`src/rtl/rename_ctrl_if.sv`:
```
// Rename-stage bus: decode group and flush in, RAT strobes and lookup results, one-entry holding register out to dispatch.
interface rename_ctrl_if;
  logic       flush;
  logic       in_valid;
  logic       in_ready;

  logic       in_inst1_valid;
  logic       in_inst1_rf_we;
  logic [5:0] in_inst1_src1;
  logic [5:0] in_inst1_src2;
  logic [5:0] in_inst1_dest;
  logic       in_inst2_valid;
  logic       in_inst2_rf_we;
  logic [5:0] in_inst2_src1;
  logic [5:0] in_inst2_src2;
  logic [5:0] in_inst2_dest;

  logic       free_list_empty;
  logic       rat_inst1_rf_we;
  logic       rat_inst2_rf_we;
  logic       src1_raw_hazard;
  logic       src2_raw_hazard;
  logic       dest_waw_hazard;
  logic       map_done;

  logic [5:0] rat_inst1_phy_src1;
  logic [5:0] rat_inst1_phy_src2;
  logic [5:0] rat_inst1_phy_dest;
  logic [5:0] rat_inst1_phy_old_dest;
  logic [5:0] rat_inst2_phy_src1;
  logic [5:0] rat_inst2_phy_src2;
  logic [5:0] rat_inst2_phy_dest;
  logic [5:0] rat_inst2_phy_old_dest;

  logic       out_valid;
  logic       out_ready;
  logic       out_inst1_valid;
  logic       out_inst2_valid;
  logic [5:0] out_inst1_phy_src1;
  logic [5:0] out_inst1_phy_src2;
  logic [5:0] out_inst1_phy_dest;
  logic [5:0] out_inst1_phy_old_dest;
  logic [5:0] out_inst2_phy_src1;
  logic [5:0] out_inst2_phy_src2;
  logic [5:0] out_inst2_phy_dest;
  logic [5:0] out_inst2_phy_old_dest;

  logic [31:0] perf_fl_stall_cnt;
  logic [31:0] perf_bp_stall_cnt;

  modport slave (
    input  flush, in_valid,
    input  in_inst1_valid, in_inst1_rf_we, in_inst1_src1, in_inst1_src2, in_inst1_dest,
    input  in_inst2_valid, in_inst2_rf_we, in_inst2_src1, in_inst2_src2, in_inst2_dest,
    input  free_list_empty,
    input  rat_inst1_phy_src1, rat_inst1_phy_src2, rat_inst1_phy_dest, rat_inst1_phy_old_dest,
    input  rat_inst2_phy_src1, rat_inst2_phy_src2, rat_inst2_phy_dest, rat_inst2_phy_old_dest,
    input  out_ready,
    output in_ready, rat_inst1_rf_we, rat_inst2_rf_we,
    output src1_raw_hazard, src2_raw_hazard, dest_waw_hazard, map_done,
    output out_valid, out_inst1_valid, out_inst2_valid,
    output out_inst1_phy_src1, out_inst1_phy_src2, out_inst1_phy_dest, out_inst1_phy_old_dest,
    output out_inst2_phy_src1, out_inst2_phy_src2, out_inst2_phy_dest, out_inst2_phy_old_dest,
    output perf_fl_stall_cnt, perf_bp_stall_cnt
  );

  modport master (
    output flush, in_valid,
    output in_inst1_valid, in_inst1_rf_we, in_inst1_src1, in_inst1_src2, in_inst1_dest,
    output in_inst2_valid, in_inst2_rf_we, in_inst2_src1, in_inst2_src2, in_inst2_dest,
    output free_list_empty,
    output rat_inst1_phy_src1, rat_inst1_phy_src2, rat_inst1_phy_dest, rat_inst1_phy_old_dest,
    output rat_inst2_phy_src1, rat_inst2_phy_src2, rat_inst2_phy_dest, rat_inst2_phy_old_dest,
    output out_ready,
    input  in_ready, rat_inst1_rf_we, rat_inst2_rf_we,
    input  src1_raw_hazard, src2_raw_hazard, dest_waw_hazard, map_done,
    input  out_valid, out_inst1_valid, out_inst2_valid,
    input  out_inst1_phy_src1, out_inst1_phy_src2, out_inst1_phy_dest, out_inst1_phy_old_dest,
    input  out_inst2_phy_src1, out_inst2_phy_src2, out_inst2_phy_dest, out_inst2_phy_old_dest,
    input  perf_fl_stall_cnt, perf_bp_stall_cnt
  );
endinterface

```
`src/rtl/rename_ctrl.sv`:
```
// Rename sequencer: combinational RAT strobes/hazards, result registered one cycle after map_done, stalls on empty free list or held group.
// Flush blocks renaming for RECOVER_CYCLES cycles; define RENAME_PERF_CNT_EN to build the stall counters.
module rename_ctrl #(
  parameter int unsigned RECOVER_CYCLES = 2
) (
  input  logic         clk,
  input  logic         reset,
  rename_ctrl_if.slave rif
);

  typedef enum logic {RUN = 1'b0, RECOVER = 1'b1} state_t;

  localparam logic [3:0] RECOVER_LOAD = 4'(RECOVER_CYCLES - 1);

  state_t          state;
  logic [3:0]      rcv_cnt;
  logic            we1;
  logic            we2;
  logic            can_advance;
  logic            map_go;
  logic            out_valid_q;
  logic            out_v1_q;
  logic            out_v2_q;
  logic [7:0][5:0] phy_d;
  logic [7:0][5:0] phy_q;
  logic            unused_inst1_srcs;

  assign we1 = rif.in_inst1_valid && rif.in_inst1_rf_we && (rif.in_inst1_dest != 6'd0);
  assign we2 = rif.in_inst2_valid && rif.in_inst2_rf_we && (rif.in_inst2_dest != 6'd0);

  assign rif.rat_inst1_rf_we = we1;
  assign rif.rat_inst2_rf_we = we2;
  assign rif.src1_raw_hazard = we1 && rif.in_inst2_valid && (rif.in_inst2_src1 == rif.in_inst1_dest);
  assign rif.src2_raw_hazard = we1 && rif.in_inst2_valid && (rif.in_inst2_src2 == rif.in_inst1_dest);
  assign rif.dest_waw_hazard = we1 && we2 && (rif.in_inst1_dest == rif.in_inst2_dest);

  // inst1 is the oldest slot, so its own sources can never depend on the group.
  assign unused_inst1_srcs = ^{rif.in_inst1_src1, rif.in_inst1_src2};

  assign can_advance = !out_valid_q || rif.out_ready;
  assign map_go      = !reset && !rif.flush && (state == RUN) && rif.in_valid &&
                       !rif.free_list_empty && can_advance;

  assign rif.map_done = map_go;
  assign rif.in_ready = map_go;

  always_ff @(posedge clk) begin
    if (reset) begin
      state   <= RUN;
      rcv_cnt <= 4'd0;
    end else if (rif.flush) begin
      state   <= RECOVER;
      rcv_cnt <= RECOVER_LOAD;
    end else begin
      case (state)
        RUN:     state <= RUN;
        RECOVER: begin
          if (rcv_cnt == 4'd0) state <= RUN;
          else                 rcv_cnt <= rcv_cnt - 4'd1;
        end
        default: state <= RUN;
      endcase
    end
  end

  assign phy_d = {rif.rat_inst2_phy_old_dest, rif.rat_inst2_phy_dest,
                  rif.rat_inst2_phy_src2,     rif.rat_inst2_phy_src1,
                  rif.rat_inst1_phy_old_dest, rif.rat_inst1_phy_dest,
                  rif.rat_inst1_phy_src2,     rif.rat_inst1_phy_src1};

  // Data fields only move on map_done, which keeps them stable while dispatch stalls.
  always_ff @(posedge clk) begin
    if (reset) begin
      out_valid_q <= 1'b0;
      out_v1_q    <= 1'b0;
      out_v2_q    <= 1'b0;
      phy_q       <= '0;
    end else if (rif.flush) begin
      out_valid_q <= 1'b0;
    end else if (map_go) begin
      out_valid_q <= 1'b1;
      out_v1_q    <= rif.in_inst1_valid;
      out_v2_q    <= rif.in_inst2_valid;
      phy_q       <= phy_d;
    end else if (rif.out_ready) begin
      out_valid_q <= 1'b0;
    end
  end

  assign rif.out_valid              = out_valid_q;
  assign rif.out_inst1_valid        = out_v1_q;
  assign rif.out_inst2_valid        = out_v2_q;
  assign rif.out_inst1_phy_src1     = phy_q[0];
  assign rif.out_inst1_phy_src2     = phy_q[1];
  assign rif.out_inst1_phy_dest     = phy_q[2];
  assign rif.out_inst1_phy_old_dest = phy_q[3];
  assign rif.out_inst2_phy_src1     = phy_q[4];
  assign rif.out_inst2_phy_src2     = phy_q[5];
  assign rif.out_inst2_phy_dest     = phy_q[6];
  assign rif.out_inst2_phy_old_dest = phy_q[7];

`ifdef RENAME_PERF_CNT_EN
  logic [31:0] fl_stall_cnt;
  logic [31:0] bp_stall_cnt;

  // Free-list stalls take precedence; a backpressure stall is only counted when registers were available.
  always_ff @(posedge clk) begin
    if (reset) begin
      fl_stall_cnt <= 32'd0;
      bp_stall_cnt <= 32'd0;
    end else if ((state == RUN) && rif.in_valid && !rif.flush) begin
      if (rif.free_list_empty)  fl_stall_cnt <= fl_stall_cnt + 32'd1;
      else if (!can_advance)    bp_stall_cnt <= bp_stall_cnt + 32'd1;
    end
  end

  assign rif.perf_fl_stall_cnt = fl_stall_cnt;
  assign rif.perf_bp_stall_cnt = bp_stall_cnt;
`else
  assign rif.perf_fl_stall_cnt = 32'd0;
  assign rif.perf_bp_stall_cnt = 32'd0;
`endif

endmodule

```
`src/flat_wrapper.sv`:
```
// flat-port wrapper written by rule: the top's interface ports become plain ports
module rename_ctrl_flat 
#(
  parameter int unsigned RECOVER_CYCLES = 2
)
  (clk, reset, rif_flush, rif_in_valid, rif_in_inst1_valid, rif_in_inst1_rf_we, rif_in_inst1_src1, rif_in_inst1_src2, rif_in_inst1_dest, rif_in_inst2_valid, rif_in_inst2_rf_we, rif_in_inst2_src1, rif_in_inst2_src2, rif_in_inst2_dest, rif_free_list_empty, rif_rat_inst1_phy_src1, rif_rat_inst1_phy_src2, rif_rat_inst1_phy_dest, rif_rat_inst1_phy_old_dest, rif_rat_inst2_phy_src1, rif_rat_inst2_phy_src2, rif_rat_inst2_phy_dest, rif_rat_inst2_phy_old_dest, rif_out_ready, rif_in_ready, rif_rat_inst1_rf_we, rif_rat_inst2_rf_we, rif_src1_raw_hazard, rif_src2_raw_hazard, rif_dest_waw_hazard, rif_map_done, rif_out_valid, rif_out_inst1_valid, rif_out_inst2_valid, rif_out_inst1_phy_src1, rif_out_inst1_phy_src2, rif_out_inst1_phy_dest, rif_out_inst1_phy_old_dest, rif_out_inst2_phy_src1, rif_out_inst2_phy_src2, rif_out_inst2_phy_dest, rif_out_inst2_phy_old_dest, rif_perf_fl_stall_cnt, rif_perf_bp_stall_cnt);
  rename_ctrl_if rif_i ();
  input  logic clk;
  input  logic reset;
  input wire logic [$bits(rif_i.flush)-1:0] rif_flush;
  input wire logic [$bits(rif_i.in_valid)-1:0] rif_in_valid;
  input wire logic [$bits(rif_i.in_inst1_valid)-1:0] rif_in_inst1_valid;
  input wire logic [$bits(rif_i.in_inst1_rf_we)-1:0] rif_in_inst1_rf_we;
  input wire logic [$bits(rif_i.in_inst1_src1)-1:0] rif_in_inst1_src1;
  input wire logic [$bits(rif_i.in_inst1_src2)-1:0] rif_in_inst1_src2;
  input wire logic [$bits(rif_i.in_inst1_dest)-1:0] rif_in_inst1_dest;
  input wire logic [$bits(rif_i.in_inst2_valid)-1:0] rif_in_inst2_valid;
  input wire logic [$bits(rif_i.in_inst2_rf_we)-1:0] rif_in_inst2_rf_we;
  input wire logic [$bits(rif_i.in_inst2_src1)-1:0] rif_in_inst2_src1;
  input wire logic [$bits(rif_i.in_inst2_src2)-1:0] rif_in_inst2_src2;
  input wire logic [$bits(rif_i.in_inst2_dest)-1:0] rif_in_inst2_dest;
  input wire logic [$bits(rif_i.free_list_empty)-1:0] rif_free_list_empty;
  input wire logic [$bits(rif_i.rat_inst1_phy_src1)-1:0] rif_rat_inst1_phy_src1;
  input wire logic [$bits(rif_i.rat_inst1_phy_src2)-1:0] rif_rat_inst1_phy_src2;
  input wire logic [$bits(rif_i.rat_inst1_phy_dest)-1:0] rif_rat_inst1_phy_dest;
  input wire logic [$bits(rif_i.rat_inst1_phy_old_dest)-1:0] rif_rat_inst1_phy_old_dest;
  input wire logic [$bits(rif_i.rat_inst2_phy_src1)-1:0] rif_rat_inst2_phy_src1;
  input wire logic [$bits(rif_i.rat_inst2_phy_src2)-1:0] rif_rat_inst2_phy_src2;
  input wire logic [$bits(rif_i.rat_inst2_phy_dest)-1:0] rif_rat_inst2_phy_dest;
  input wire logic [$bits(rif_i.rat_inst2_phy_old_dest)-1:0] rif_rat_inst2_phy_old_dest;
  input wire logic [$bits(rif_i.out_ready)-1:0] rif_out_ready;
  output wire logic [$bits(rif_i.in_ready)-1:0] rif_in_ready;
  output wire logic [$bits(rif_i.rat_inst1_rf_we)-1:0] rif_rat_inst1_rf_we;
  output wire logic [$bits(rif_i.rat_inst2_rf_we)-1:0] rif_rat_inst2_rf_we;
  output wire logic [$bits(rif_i.src1_raw_hazard)-1:0] rif_src1_raw_hazard;
  output wire logic [$bits(rif_i.src2_raw_hazard)-1:0] rif_src2_raw_hazard;
  output wire logic [$bits(rif_i.dest_waw_hazard)-1:0] rif_dest_waw_hazard;
  output wire logic [$bits(rif_i.map_done)-1:0] rif_map_done;
  output wire logic [$bits(rif_i.out_valid)-1:0] rif_out_valid;
  output wire logic [$bits(rif_i.out_inst1_valid)-1:0] rif_out_inst1_valid;
  output wire logic [$bits(rif_i.out_inst2_valid)-1:0] rif_out_inst2_valid;
  output wire logic [$bits(rif_i.out_inst1_phy_src1)-1:0] rif_out_inst1_phy_src1;
  output wire logic [$bits(rif_i.out_inst1_phy_src2)-1:0] rif_out_inst1_phy_src2;
  output wire logic [$bits(rif_i.out_inst1_phy_dest)-1:0] rif_out_inst1_phy_dest;
  output wire logic [$bits(rif_i.out_inst1_phy_old_dest)-1:0] rif_out_inst1_phy_old_dest;
  output wire logic [$bits(rif_i.out_inst2_phy_src1)-1:0] rif_out_inst2_phy_src1;
  output wire logic [$bits(rif_i.out_inst2_phy_src2)-1:0] rif_out_inst2_phy_src2;
  output wire logic [$bits(rif_i.out_inst2_phy_dest)-1:0] rif_out_inst2_phy_dest;
  output wire logic [$bits(rif_i.out_inst2_phy_old_dest)-1:0] rif_out_inst2_phy_old_dest;
  output wire logic [$bits(rif_i.perf_fl_stall_cnt)-1:0] rif_perf_fl_stall_cnt;
  output wire logic [$bits(rif_i.perf_bp_stall_cnt)-1:0] rif_perf_bp_stall_cnt;
  assign rif_i.flush = rif_flush;
  assign rif_i.in_valid = rif_in_valid;
  assign rif_i.in_inst1_valid = rif_in_inst1_valid;
  assign rif_i.in_inst1_rf_we = rif_in_inst1_rf_we;
  assign rif_i.in_inst1_src1 = rif_in_inst1_src1;
  assign rif_i.in_inst1_src2 = rif_in_inst1_src2;
  assign rif_i.in_inst1_dest = rif_in_inst1_dest;
  assign rif_i.in_inst2_valid = rif_in_inst2_valid;
  assign rif_i.in_inst2_rf_we = rif_in_inst2_rf_we;
  assign rif_i.in_inst2_src1 = rif_in_inst2_src1;
  assign rif_i.in_inst2_src2 = rif_in_inst2_src2;
  assign rif_i.in_inst2_dest = rif_in_inst2_dest;
  assign rif_i.free_list_empty = rif_free_list_empty;
  assign rif_i.rat_inst1_phy_src1 = rif_rat_inst1_phy_src1;
  assign rif_i.rat_inst1_phy_src2 = rif_rat_inst1_phy_src2;
  assign rif_i.rat_inst1_phy_dest = rif_rat_inst1_phy_dest;
  assign rif_i.rat_inst1_phy_old_dest = rif_rat_inst1_phy_old_dest;
  assign rif_i.rat_inst2_phy_src1 = rif_rat_inst2_phy_src1;
  assign rif_i.rat_inst2_phy_src2 = rif_rat_inst2_phy_src2;
  assign rif_i.rat_inst2_phy_dest = rif_rat_inst2_phy_dest;
  assign rif_i.rat_inst2_phy_old_dest = rif_rat_inst2_phy_old_dest;
  assign rif_i.out_ready = rif_out_ready;
  assign rif_in_ready = rif_i.in_ready;
  assign rif_rat_inst1_rf_we = rif_i.rat_inst1_rf_we;
  assign rif_rat_inst2_rf_we = rif_i.rat_inst2_rf_we;
  assign rif_src1_raw_hazard = rif_i.src1_raw_hazard;
  assign rif_src2_raw_hazard = rif_i.src2_raw_hazard;
  assign rif_dest_waw_hazard = rif_i.dest_waw_hazard;
  assign rif_map_done = rif_i.map_done;
  assign rif_out_valid = rif_i.out_valid;
  assign rif_out_inst1_valid = rif_i.out_inst1_valid;
  assign rif_out_inst2_valid = rif_i.out_inst2_valid;
  assign rif_out_inst1_phy_src1 = rif_i.out_inst1_phy_src1;
  assign rif_out_inst1_phy_src2 = rif_i.out_inst1_phy_src2;
  assign rif_out_inst1_phy_dest = rif_i.out_inst1_phy_dest;
  assign rif_out_inst1_phy_old_dest = rif_i.out_inst1_phy_old_dest;
  assign rif_out_inst2_phy_src1 = rif_i.out_inst2_phy_src1;
  assign rif_out_inst2_phy_src2 = rif_i.out_inst2_phy_src2;
  assign rif_out_inst2_phy_dest = rif_i.out_inst2_phy_dest;
  assign rif_out_inst2_phy_old_dest = rif_i.out_inst2_phy_old_dest;
  assign rif_perf_fl_stall_cnt = rif_i.perf_fl_stall_cnt;
  assign rif_perf_bp_stall_cnt = rif_i.perf_bp_stall_cnt;
  rename_ctrl #(.RECOVER_CYCLES(RECOVER_CYCLES)) u_core (.clk(clk), .reset(reset), .rif(rif_i));
endmodule
```
`config.mk`:
```
export PLATFORM = sky130hd
export DESIGN_NAME = rename_ctrl_flat
export DESIGN_NICKNAME = d
export VERILOG_FILES = /design/src/rtl/rename_ctrl_if.sv /design/src/rtl/rename_ctrl.sv /design/src/flat_wrapper.sv
export SDC_FILE = /design/constraint.sdc
export NUM_CORES = 1
export LEC_CHECK = 0
export BUFFER_PORTS_ARGS = -buffer_cell sky130_fd_sc_hd__buf_2
export CELL_PAD_IN_SITES_DETAIL_PLACEMENT = 0
export CELL_PAD_IN_SITES_GLOBAL_PLACEMENT = 1
export CORE_ASPECT_RATIO = 0.8
export CORE_MARGIN = 1
export CORE_UTILIZATION = 31
export CTS_CLUSTER_SIZE = 8
export DETAILED_ROUTE_END_ITERATION = 10
export PLACE_DENSITY_LB_ADDON = 0.1
export SETUP_SLACK_MARGIN = 0.4
export SLEW_MARGIN = 20
export SYNTH_ARGS = -nofsm -noshare
export SYNTH_HDL_FRONTEND = slang
export SYNTH_SLANG_ARGS = --single-unit
```
`constraint.sdc`:
```
create_clock -name clk -period 2.35 [get_ports clk]
set_input_delay 0.1175 -clock clk [delete_from_list [all_inputs] [get_ports clk]]
set_output_delay 0.1175 -clock clk [all_outputs]
set_load 0.01 [all_outputs]
```
* Word-level counts from Yosys, hierarchy flattened
Cells that the tools add are included.
Operators by class: equal/unequal tests 4, bitwise logic cells 3, $add $sub $neg 1, reduce and logical (&&, ||, !) cells 28, muxes and demuxes 8
Operator list (number):
- == test 6 bit | 3
- logical AND 1 bit | 14
- nonzero test 6 bit | 2
- 2-to-1 mux 1 bit | 7
- AND reduction 2 bit | 3
- zero test 1 bit | 4
- zero test 4 bit | 1
- nonzero test 2 bit | 2
- subtractor 4 x 1 -> 4 bit, second input constant | 1
- inverter 1 bit | 3
- inequality test 2 bit, second input constant | 1
- case mux 1 bit (2 select lines) | 1
- OR reduction 2 bit | 1
- logical OR 1 bit | 1
Storage, ports and cells: logic and storage cells 58, input bits 94, register bits after elaboration 56

* Longest topological paths before layout
depth in word-level cells 7, depth in mapped cells 6, gate-level depth less buffers 5

* Least setup slack after synthesis
OpenSTA, ideal clock, no wires.
path kind register to output, start register u_core.state, end output rif_map_done, data arrival time 1.617 ns, slack 0.615 ns, stages on the path, launching flop included 7, required time 2.233 ns, path buffers 4, cells stage by stage dfxtp_1 -> buf_6 -> or3b_1 -> buf_6 -> buf_6 -> nor3_1 -> buf_4
Between the ends: word-level cells in the longest chain between the ends 5
Ends and longest elaborated chain:
- from (decl) | line rename_ctrl.sv:15 | state_t state;
- from (signal assigned) | line rename_ctrl.sv:49 | state <= RUN;
- from (signal assigned) | line rename_ctrl.sv:52 | state <= RECOVER;
- from (signal assigned) | line rename_ctrl.sv:56 | RUN: state <= RUN;
- inverter 1 bit | line rename_ctrl.sv:41 | assign map_go = !reset && !rif.flush && (state == RUN) && rif.in_valid &&
- logical AND 1 bit (3 in a row) | line rename_ctrl.sv:41
- logical AND 1 bit | line rename_ctrl.sv:42 | !rif.free_list_empty && can_advance;
- to (decl) | line flat_wrapper.sv:38 | output wire logic [$bits(rif_i.map_done)-1:0] rif_map_done;
No other way between the ends.

* Worst setup path after layout
start register u_core.state, end output rif_in_ready
Between the ends: word-level cells in the longest chain between the ends 5
Ends and longest elaborated chain:
- inverter 1 bit | line rename_ctrl.sv:41
- logical AND 1 bit (3 in a row) | line rename_ctrl.sv:41
- logical AND 1 bit | line rename_ctrl.sv:42
- to (decl) | line flat_wrapper.sv:32 | output wire logic [$bits(rif_i.in_ready)-1:0] rif_in_ready;
No other way between the ends.

==> impl_metrics.tcl <==
set metrics [dict create \
    cp.arrival_ps 1740 \
    cts_tree "built" \
    netlist.area_leader.share_pct 35.0 \
    final.setup_skew_ps 3.89 \
    viasPerCell 4.80 \
    antenna_found_initial 0 \
    dieHeight_um 92.9 \
    required_ps 2230 \
    final_cell_mix "buf_2, conb_1, dfxtp_1, a21oi_1" \
    fmaxAchievable_mhz 540 \
    synthCells 372 \
    routedWlPerCell_um 15.3 \
    layout_commonest_cell "buf_2" \
    die_w_um 116 \
    yosysUniqueCellTypes 31 \
    synth_flop_cell "dfxtp_1" \
    cpPeakStageDelay_ps 530 \
    finish.utilization_pct 39.7 \
    die_area_um2 10700 \
    area_growth_syn_to_layout_pct 22.3 \
    status "complete, no violations" \
    critPathKind "reg -> out" \
    postCtsHoldBufs 0 \
    fin_crit_ps 1850 \
    yosysWarnings 0 \
    maxCapViolations 0 \
    grt_pass1_vias 2850 \
    timing.final.max_slew_violations 0 \
    cts_buffer_depth 2 \
    grt.total_usage_pct 17.6 \
    hp-class "in -> reg" \
    ys_ff_latch 56 \
    routed_wirelength_um 9470 \
    drc 0 \
    start_util_pct 32.5 \
    finalSetupTns_ps 0 \
    startpoint_type "flop" \
    p_leak_nw 1.73 \
    ios 216 \
    finalSetupViolCount 0 \
    yosysTopAreaCell "dfxtp_1" \
    power_density_nw_per_um2 567 \
    clk_pin_slew_worst_paths_ps 70 \
    final_nets 578 \
    syn_area_per_cell_um2 8.60 \
    grt_max_degree 51 \
    crit_slowest_cell "or3b_2" \
    portBuffers 139 \
    clkSinkCount 56 \
    drive_gt1_share_pct 34.1 \
    rsz0062_at_grt "no" \
    synth_top_cells_by_area "dfxtp_1, buf_4, o31ai_1" \
    drtIter0Drc 158 \
    hpwl_um 6120 \
    peakVddDrop_v 0.000250 \
    first_pass_iters 4 \
    h-tree-depth 2 \
    coreArea_um2 9850 \
    worstPathCellList "or3b_2 -> buf_12 -> nor3_4 -> buf_2" \
    ant_nets 0 \
    maxSlewHeadroom_pct 58.0 \
    place_congestion 0.856 \
    async_flop_share_pct 0 \
    synth_edf_count 0 \
    cts_buffers 5 \
    row_count 32 \
    num_antenna_cells 0 \
    root_buffer "clkbuf_16" \
    hold_viol_final 0 \
    seq_area_frac_synth_pct 35.0 \
    grt_pass1_wl_um 14800 \
    grt_overflow 0 \
    via_count 2978 \
    worstMarginPinSlew_ps 631 \
    synth_area_um2 3200 \
    period_share_pct 78.9 \
    clock_latency_ps 290 \
    crit_fanout 28 \
    cp-end-kind "primary output" \
]
## metal layers
layer	vias up	track usage, %	part of all wire [%]
li1	1471	-	-
met1	1388	23.4	46
met2	115	28.5	47
met3	4	4.45	6.4
met4	0	3.35	0.33
met5	-	0	0
## synth_stat cells (2+ instances only)
master	instances
buf_4	65
dfxtp_1	56
a21oi_1	53
nand4_1	50
o31ai_1	50
clkbuf_1	23
xor2_1	19
buf_2	12
buf_6	7
nor2_1	7
and4_1	3
nor4_1	3
a311oi_1	2
inv_1	2
nor3_1	2
o311a_1	2
or4_1	2
## power breakdown
part	switching [mW]	internal (mW)
sequential	0.0124	0.967
combinational	0.220	0.116
clock	0.342	0.562
## kinds of logic after synthesis
logic type / after synthesis / share of synthesized area, %
AO/OA/AOI/OAI: 109 / 21.7
flip-flops: 56 / 35.0
XOR/XNOR: 19 / 5.20
adder cells (fa/ha/maj): 1 / 0.391
other: 1 / 0.117
buffers and inverters: 109 / 22.5
multiplexers: 1 / 0.313
AND/OR/NAND/NOR: 76 / 14.8
## worst paths after layout
kind / startpoint / end / slack [ps] / cells past startpoint
max: u_core.state / rif_in_ready / 500 / 4
max reg2reg: u_core.state / u_core.rif.out_inst1_phy_src2[3] / 690 / 4
min: rif_rat_inst2_phy_src1[0] / u_core.rif.out_inst2_phy_src1[0] / 70 / 3
min reg2reg: u_core.rif.out_inst2_phy_old_dest[4] / u_core.rif.out_inst2_phy_old_dest[4] / 470 / 2
## critical path: cells and delay by family, from the launching register on
| kind | cells | cell delay, ps |
|---|---|---|
| simple gates | 2 | 720 |
| flops | 1 | 370 |
| buf+inv | 2 | 340 |
## per-stage QoR
| stage | hold WS [ps] | worst slack [ps] | instance area [um2] | power (mW) | std cells |
|---|---|---|---|---|---|
| CTS | 65.0 | 413 | 3900 | 2.25 | 620 |
| global placement | 373 | 665 | 3710 | 1.33 | 612 |
| finish | 72.6 | 497 | 3910 | 2.22 | 620 |
| detailed placement | 380 | 629 | 3710 | 1.33 | 612 |
| floorplan | 235 | 615 | 3440 | 1.28 | 435 |
| global route | 65.3 | 402 | 3910 | 2.33 | 620 |
## timing repair
| item | CTS | global route |
|---|---|---|
| setup endpoints to repair | 2 | 2 |
| setup buffers | 0 | 0 |
| hold endpoints to repair | 0 | 0 |
| gates resized for setup | 2 | 4 |
## registers in the layout, summed over array words and instances (netlist names), 6 cells and up
register and cells:
u_core.rif.out_inst1_phy_src2 6, u_core.rif.out_inst2_phy_dest 6, u_core.rif.out_inst1_phy_src1 6, u_core.rif.out_inst2_phy_src2 6
u_core.rif.out_inst2_phy_src1 6, u_core.rif.out_inst1_phy_old_dest 6, u_core.rif.out_inst2_phy_old_dest 6, u_core.rif.out_inst1_phy_dest 6
## final cells by class
type | count | area [um2]
clock inverter | 1 | 30.0
tap | 136 | 170
fill | 1063 | 5940
timing repair buffer | 148 | 801
sequential | 56 | 1120
inverter | 2 | 7.51
clock buffer | 7 | 153
multi-input combinational | 270 | 1630
Note: power is estimated with default switching activity, not from simulation.
